File: config.mk
export PLATFORM = sky130hd
export DESIGN_NAME = robo_seguidor_param
export DESIGN_NICKNAME = d
export VERILOG_FILES = /design/src/rtl/robo_seguidor_param.sv
export SDC_FILE = /design/constraint.sdc
export NUM_CORES = 1
export LEC_CHECK = 0
export ABC_AREA = 0
export ABC_CLOCK_PERIOD_IN_PS = 5400
export BUFFER_PORTS_ARGS = -buffer_cell sky130_fd_sc_hd__buf_4
export CAP_MARGIN = 20
export CORE_MARGIN = 3
export CORE_UTILIZATION = 47
export CTS_BUF_LIST = sky130_fd_sc_hd__clkbuf_2 sky130_fd_sc_hd__clkbuf_4 sky130_fd_sc_hd__clkbuf_8
export CTS_CLUSTER_DIAMETER = 120
export DETAILED_ROUTE_END_ITERATION = 8
export GPL_ROUTABILITY_DRIVEN = 0
export GPL_TIMING_DRIVEN = 0
export PLACE_DENSITY_LB_ADDON = 0.15
export SETUP_SLACK_MARGIN = 0.15
export SYNTH_ARGS = -nofsm -noshare
export SYNTH_HDL_FRONTEND = slang
export SYNTH_SLANG_ARGS = --single-unit
File: constraint.sdc
create_clock -name clock -period 5.4 [get_ports clock]
set_input_delay 1.08 -clock clock [delete_from_list [all_inputs] [get_ports clock]]
set_output_delay 1.08 -clock clock [all_outputs]
set_load 0.005 [all_outputs]
File: src/rtl/robo_seguidor_param.sv
// robo_seguidor_param
// Wall-following robot controller. It reads the sensor snapshot reported by
// the map and issues one move command at a time over a valid/ready handshake.
//
// Ports:
//   clock, reset      system clock, asynchronous active-high reset
//   start             pulse, leaves STANDBY (also clears stuck/done)
//   follow_right      wall side (0 left, 1 right), latched in INICIANDO
//   sense_valid       head/side/under/barrier are fresh this cycle
//   head, side        wall in front / wall on the follow side
//   under, barrier    trash in current cell / non-removable obstacle ahead
//   cmd_valid         command pending, held until cmd_ready
//   cmd_ready         map accepts the command
//   avancar, girar,   one-hot command bits (forward, rotate, remove trash)
//   remover
//   girar_dir         0 = rotate away from follow side, 1 = toward it
//   state             current FSM state
//   trash_count       accepted removals, saturating
//   stuck, done       watchdog tripped / step limit reached
//
// Optional feature: define ROBO_STEP_LIMIT_EN to enable the step counter that
// parks the robot with done=1 after MAX_STEPS accepted advances.

module robo_seguidor_param #(
  parameter int WIDTH         = 3,
  parameter int REMOVE_CYCLES = 4,
  parameter int MAX_TURNS     = 4,
  parameter int CNT_W         = 8,
  parameter int MAX_STEPS     = 200
) (
  input  logic             clock,
  input  logic             reset,
  input  logic             start,
  input  logic             follow_right,
  input  logic             sense_valid,
  input  logic             head,
  input  logic             side,
  input  logic             under,
  input  logic             barrier,
  output logic             cmd_valid,
  input  logic             cmd_ready,
  output logic             avancar,
  output logic             girar,
  output logic             girar_dir,
  output logic             remover,
  output logic [WIDTH-1:0] state,
  output logic [CNT_W-1:0] trash_count,
  output logic             stuck,
  output logic             done
);

  typedef enum logic [WIDTH-1:0] {
    PROCURANDO_MURO   = WIDTH'(0),
    ROTACIONANDO      = WIDTH'(1),
    ACOMPANHANDO_MURO = WIDTH'(2),
    INICIANDO         = WIDTH'(3),
    REMOVENDO         = WIDTH'(4),
    STANDBY           = WIDTH'(5)
  } state_t;

  localparam int RC_W = $clog2(REMOVE_CYCLES + 1);
  localparam int TC_W = $clog2(MAX_TURNS + 1);

  state_t            state_q, state_n;
  state_t            return_q, return_n;
  logic [RC_W-1:0]   rem_cnt_q, rem_cnt_n;
  logic [TC_W-1:0]   turn_cnt_q, turn_cnt_n;
  logic              pending_q, pending_n;
  logic              follow_q, follow_n;
  logic              cmd_valid_n, avancar_n, girar_n, girar_dir_n, remover_n;
  logic [CNT_W-1:0]  trash_n;
  logic              stuck_n, done_n;
  logic              accept, decide, blocked;

`ifdef ROBO_STEP_LIMIT_EN
  logic [CNT_W-1:0]  step_cnt_q, step_cnt_n;
`else
  logic [31:0]       unused_max_steps;
  assign unused_max_steps = 32'(MAX_STEPS);
`endif

  // The map already reports 'side' relative to the followed wall, so the
  // latched side does not steer any logic here; it is kept for observation.
  logic unused_follow;
  assign unused_follow = follow_q;

  assign accept  = cmd_valid & cmd_ready;
  assign decide  = sense_valid & ~cmd_valid & ~pending_q;
  assign blocked = head | barrier;
  assign state   = state_q;

  // Next-state and registered-output logic. A handshake completion clears
  // the command first; the state case may then issue a new command, and the
  // watchdog/step-limit checks run last so they override any state change.
  always_comb begin
    state_n     = state_q;
    return_n    = return_q;
    rem_cnt_n   = rem_cnt_q;
    turn_cnt_n  = turn_cnt_q;
    pending_n   = pending_q;
    follow_n    = follow_q;
    cmd_valid_n = cmd_valid;
    avancar_n   = avancar;
    girar_n     = girar;
    girar_dir_n = girar_dir;
    remover_n   = remover;
    trash_n     = trash_count;
    stuck_n     = stuck;
    done_n      = done;
`ifdef ROBO_STEP_LIMIT_EN
    step_cnt_n  = step_cnt_q;
`endif

    if (accept) begin
      cmd_valid_n = 1'b0;
      avancar_n   = 1'b0;
      girar_n     = 1'b0;
      girar_dir_n = 1'b0;
      remover_n   = 1'b0;
    end

    case (state_q)
      STANDBY: begin
        if (start) begin
          state_n = INICIANDO;
          stuck_n = 1'b0;
          done_n  = 1'b0;
        end
      end
      INICIANDO: begin
        follow_n   = follow_right;
        turn_cnt_n = '0;
        pending_n  = 1'b0;
`ifdef ROBO_STEP_LIMIT_EN
        step_cnt_n = '0;
`endif
        state_n    = PROCURANDO_MURO;
      end
      PROCURANDO_MURO: begin
        if (decide) begin
          if (under) begin
            cmd_valid_n = 1'b1;
            remover_n   = 1'b1;
            return_n    = PROCURANDO_MURO;
            state_n     = REMOVENDO;
          end else if (side) begin
            state_n = ACOMPANHANDO_MURO;
          end else if (blocked) begin
            cmd_valid_n = 1'b1;
            girar_n     = 1'b1;
            girar_dir_n = 1'b0;
            state_n     = ROTACIONANDO;
          end else begin
            cmd_valid_n = 1'b1;
            avancar_n   = 1'b1;
          end
        end
      end
      ROTACIONANDO: begin
        if (accept) state_n = ACOMPANHANDO_MURO;
      end
      ACOMPANHANDO_MURO: begin
        // Turning toward a lost wall must be followed by a step forward,
        // otherwise the robot would keep seeing no wall and spin.
        if (pending_q && !cmd_valid) begin
          cmd_valid_n = 1'b1;
          avancar_n   = 1'b1;
          pending_n   = 1'b0;
        end else if (decide) begin
          if (under) begin
            cmd_valid_n = 1'b1;
            remover_n   = 1'b1;
            return_n    = ACOMPANHANDO_MURO;
            state_n     = REMOVENDO;
          end else if (!side) begin
            cmd_valid_n = 1'b1;
            girar_n     = 1'b1;
            girar_dir_n = 1'b1;
            pending_n   = 1'b1;
          end else if (blocked) begin
            cmd_valid_n = 1'b1;
            girar_n     = 1'b1;
            girar_dir_n = 1'b0;
          end else begin
            cmd_valid_n = 1'b1;
            avancar_n   = 1'b1;
          end
        end
      end
      REMOVENDO: begin
        if (accept && remover) begin
          rem_cnt_n = RC_W'(REMOVE_CYCLES);
          if (trash_count != '1) trash_n = trash_count + CNT_W'(1);
        end else if (!cmd_valid && rem_cnt_q != '0) begin
          rem_cnt_n = rem_cnt_q - RC_W'(1);
          if (rem_cnt_q == RC_W'(1)) state_n = return_q;
        end
      end
      default: state_n = STANDBY;
    endcase

    if (accept && girar) begin
      turn_cnt_n = turn_cnt_q + TC_W'(1);
      if (turn_cnt_q == TC_W'(MAX_TURNS - 1)) begin
        state_n   = STANDBY;
        stuck_n   = 1'b1;
        pending_n = 1'b0;
      end
    end else if (accept && avancar) begin
      turn_cnt_n = '0;
`ifdef ROBO_STEP_LIMIT_EN
      step_cnt_n = step_cnt_q + CNT_W'(1);
      if (step_cnt_q == CNT_W'(MAX_STEPS - 1)) begin
        state_n   = STANDBY;
        done_n    = 1'b1;
        pending_n = 1'b0;
      end
`endif
    end
  end

  // State and output registers; reset abandons any command in flight.
  always_ff @(posedge clock or posedge reset) begin
    if (reset) begin
      state_q     <= STANDBY;
      return_q    <= PROCURANDO_MURO;
      rem_cnt_q   <= '0;
      turn_cnt_q  <= '0;
      pending_q   <= 1'b0;
      follow_q    <= 1'b0;
      cmd_valid   <= 1'b0;
      avancar     <= 1'b0;
      girar       <= 1'b0;
      girar_dir   <= 1'b0;
      remover     <= 1'b0;
      trash_count <= '0;
      stuck       <= 1'b0;
      done        <= 1'b0;
`ifdef ROBO_STEP_LIMIT_EN
      step_cnt_q  <= '0;
`endif
    end else begin
      state_q     <= state_n;
      return_q    <= return_n;
      rem_cnt_q   <= rem_cnt_n;
      turn_cnt_q  <= turn_cnt_n;
      pending_q   <= pending_n;
      follow_q    <= follow_n;
      cmd_valid   <= cmd_valid_n;
      avancar     <= avancar_n;
      girar       <= girar_n;
      girar_dir   <= girar_dir_n;
      remover     <= remover_n;
      trash_count <= trash_n;
      stuck       <= stuck_n;
      done        <= done_n;
`ifdef ROBO_STEP_LIMIT_EN
      step_cnt_q  <= step_cnt_n;
`endif
    end
  end

endmodule
==> flow_metrics.env <==
export IMPL_syn_to_final_growth_pct=18.6
export IMPL_reg2reg_depth=3
export IMPL_clock_skew_ns=0.00106
export IMPL_ys_seq_area_share_pct=46.2
export IMPL_p_sw_share_pct=38.0
export IMPL_yosys_top_cells_count="23 x dfrtp_1, 17 x nand2_1, 10 x inv_1"
export IMPL_synth_top_area_cell="dfrtp_1"
export IMPL_first_global_vias=1164
export IMPL_power_mw=0.627
export IMPL_synth_main_ff_cell="dfrtp_1"
export IMPL_firstDrtPassIters=5
export IMPL_start_kind="register"
export IMPL_cts_resized=0
export IMPL_grt_max_degree=26
export IMPL_slew_viol_final=0
export IMPL_required_ns=4.32
export IMPL_synthesis_area_sq_um=1360
export IMPL_diodes=0
export IMPL_end_kind="primary output"
export IMPL_cts_tree="done"
export IMPL_crit_buf_inv=1
export IMPL_stdcell_area_sq_um=1610
export IMPL_die_area_sq_um=3570
export IMPL_track_usage_pct=18.7
export IMPL_hold_path_cell_count=1
export IMPL_nNetsFinal=185
export IMPL_rsz0062_at_grt="false"
export IMPL_critPathMaxStageDelay_ns=0.64
export IMPL_clk_pin_slew_ns=0.13
export IMPL_final_util_pct=61.7
export IMPL_drcViolationCount=0
export IMPL_powerDensity_nw_per_um2=389
export IMPL_p_sw_mw=0.238
export IMPL_pwr_share_clk_pct=13.4
export IMPL_die_y_um=59.8
export IMPL_routed_wl_um=2910
export IMPL_numCtsBuffers=3
export IMPL_min_path_type="register to register"
export IMPL_port_buffers=25
export IMPL_arrival_ns=1.10
export IMPL_hold_violations=0
export IMPL_multi_input_area_sq_um=677
export IMPL_yosysWarnings=0
export IMPL_antenna_found_initial=0
export IMPL_timing_hold_ws_ns=0.502
export IMPL_cpLargestDelayFamily="flip-flops"
export IMPL_slew_headroom_pct=37.5
export IMPL_coreArea_sq_um=2610
export IMPL_clock_sinks=25
export IMPL_grt_overflow=0
export IMPL_htree_num_levels=1
export IMPL_worstPathCellList="buf_4"
export IMPL_synth_distinct_cells=43
export IMPL_synthArstFlopShare_pct=100
export IMPL_vias=1157
export IMPL_synthTopCellsByArea="dfrtp_1 42%, ha_1 5.5%, nand2_1 4.7%"
export IMPL_crit_path_max_fanout=10
export IMPL_groute_layer_met3_usage_pct=2.59
export IMPL_path_class="register to primary output"
export IMPL_ioPinCount=28
export IMPL_period_share_pct=40.3
export IMPL_fin_setup_tns_ns=0
export IMPL_fin_crit_ns=2.18
export IMPL_top_usage_layer="met2"
export IMPL_seqPwrFrac_pct=46.5
export IMPL_comb_power_share_pct=40.1
export IMPL_setup_viol=0
export IMPL_dpl_cell_area_sq_um=1580
export IMPL_drive_gt1_share_pct=22.0
export IMPL_syn_area_per_cell_sq_um=9.78
export IMPL_tightest_slew_ns=0.937
export IMPL_maxCapViolations=0
export IMPL_syn_inst=139
export IMPL_cts_max_path_buffers=2
export IMPL_die_w_um=59.8
export IMPL_slowest_stage="dfstp_2"
export IMPL_hpwl_um=2190
export IMPL_start_util_pct=52.0
export IMPL_clock_root_buffer="clkbuf_4"
export IMPL_gr_usage_met2_pct=31.8
export IMPL_holdBufCountCts=0
export IMPL_max_vdd_ir_drop_uv=314
export IMPL_outcome="finished clean"
export IMPL_ant_nets=0
export IMPL_register_area_sq_um=628
export IMPL_grt_pass1_wl_um=5150
export IMPL_power_internal_mw=0.389
export IMPL_postCtsSetupRepairBufs=0
export IMPL_crit_cells=1
export IMPL_routedWlPerCell_um=14.7
export IMPL_clk_latency_ns=0.31
export IMPL_use_met1_pct=24.0
export IMPL_viasPerCell=5.84
export IMPL_syn_nets=155
export IMPL_fillers=233
export IMPL_ys_ff_latch=25
export IMPL_synth_most_common_cell="dfrtp_1"
export IMPL_max_freq_mhz=459
export IMPL_synth_edf_count=0
export IMPL_rows=18
export IMPL_drt_iter0_markers=40
export IMPL_leakage_nw=0.768
export IMPL_synth_top_cell_area_share_pct=42.4
[area by class of cell]
cell class	instances	area share [%]
buffer	3	1.01
clock buffer	3	1.40
clock inverter	1	0.311
inverter	10	2.33
multi-input combinational	101	42.0
sequential	25	39.0
tap	30	2.33
timing repair buffer	25	11.6
[flip-flops by register name, summed over array words and instances (netlist names)]
signal,flops
remover,1
trash_count,8
turn_cnt_q,3
girar,1
return_q,1
state,3
pending_q,1
cmd_valid,1
girar_dir,1
stuck,1
rem_cnt_q,3
avancar,1
[power groups by stage]
stage / clock network, mW / registers (mW) / logic, mW
6_report: 0.0838 / 0.292 / 0.252
5_1_grt: 0.0937 / 0.301 / 0.288
4_1_cts: 0.0850 / 0.292 / 0.253
3_5_place_dp: 0 / 0.295 / 0.250
3_3_place_gp: 0 / 0.293 / 0.241
2_1_floorplan: 0 / 0.286 / 0.161
[through the flow]
| stage | instances | setup slack, ns |
|---|---|---|
| final | 198 | 3.22 |
| after global routing | 198 | 3.07 |
| after CTS | 198 | 3.23 |
| after detailed placement | 194 | 2.93 |
| after global placement | 194 | 2.95 |
| after floorplan | 139 | 3.29 |
[worst reg2reg max path: stages, from the launching register on]
cell and delay (ns):
dfstp_2 0.64, or3b_4 0.41, a211oi_4 0.34, mux2_2 0.37
[per-layer routing]
layer / vias to the layer above / share of wire [%]
met5: - / 0
met4: 0 / 1.0
met3: 5 / 6.2
met2: 41 / 49
met1: 558 / 44
li1: 553 / -
[path summary, 6_finish.rpt]
| kind | startpoint | end | slack (ns) |
|---|---|---|---|
| hold / removal | turn_cnt_q[0]$_DFFE_PP0P_ | turn_cnt_q[0]$_DFFE_PP0P_ | 0.50 |
| max in group asynchronous | reset | rem_cnt_q[0]$_DFFE_PP0P_ | 3.88 |
| setup reg to reg | state[2]$_DFF_PP1_ | trash_count[1]$_DFFE_PP0P_ | 3.54 |
| min in group asynchronous | reset | turn_cnt_q[0]$_DFFE_PP0P_ | 0.96 |
| setup / recovery | state[2]$_DFF_PP1_ | state[2] | 3.22 |
| hold reg to reg | turn_cnt_q[0]$_DFFE_PP0P_ | turn_cnt_q[0]$_DFFE_PP0P_ | 0.50 |
[layout by cell type (no fill, tap or decap), drive strengths merged, types with 2 or more instances in the layout]
| cell type | n |
|---|---|
| buf | 27 |
| dfrtp | 23 |
| nand2 | 17 |
| inv | 10 |
| nand3 | 8 |
| nor2 | 8 |
| o21ai | 6 |
| ha | 6 |
| xnor2 | 5 |
| and3 | 4 |
| o22ai | 4 |
| clkbuf | 4 |
| o31ai | 3 |
| nand4 | 3 |
| xor2 | 3 |
| nand2b | 2 |
| mux2i | 2 |
| nor3b | 2 |
| nand4b | 2 |
| nor2b | 2 |
| o211ai | 2 |
| a21oi | 2 |
| mux2 | 2 |
| dfstp | 2 |
[cell families (layout without fill, tap and decap cells)]
logic type                 after synthesis  count (layout)  share of synthesized area [%]
AOI/OAI and AO/OA                       26              26                           13.7
buffers and inverters                   13              42                           3.96
DFF                                     25              25                           46.2
muxes                                    4               4                           3.13
other                                    1               1                          0.276
and+or+nand+nor                         55              55                           21.3
xor gates and xnor gates                 8               8                           5.16
adders and majority gates                7               7                           6.26
(Power assumes the default switching activity.)
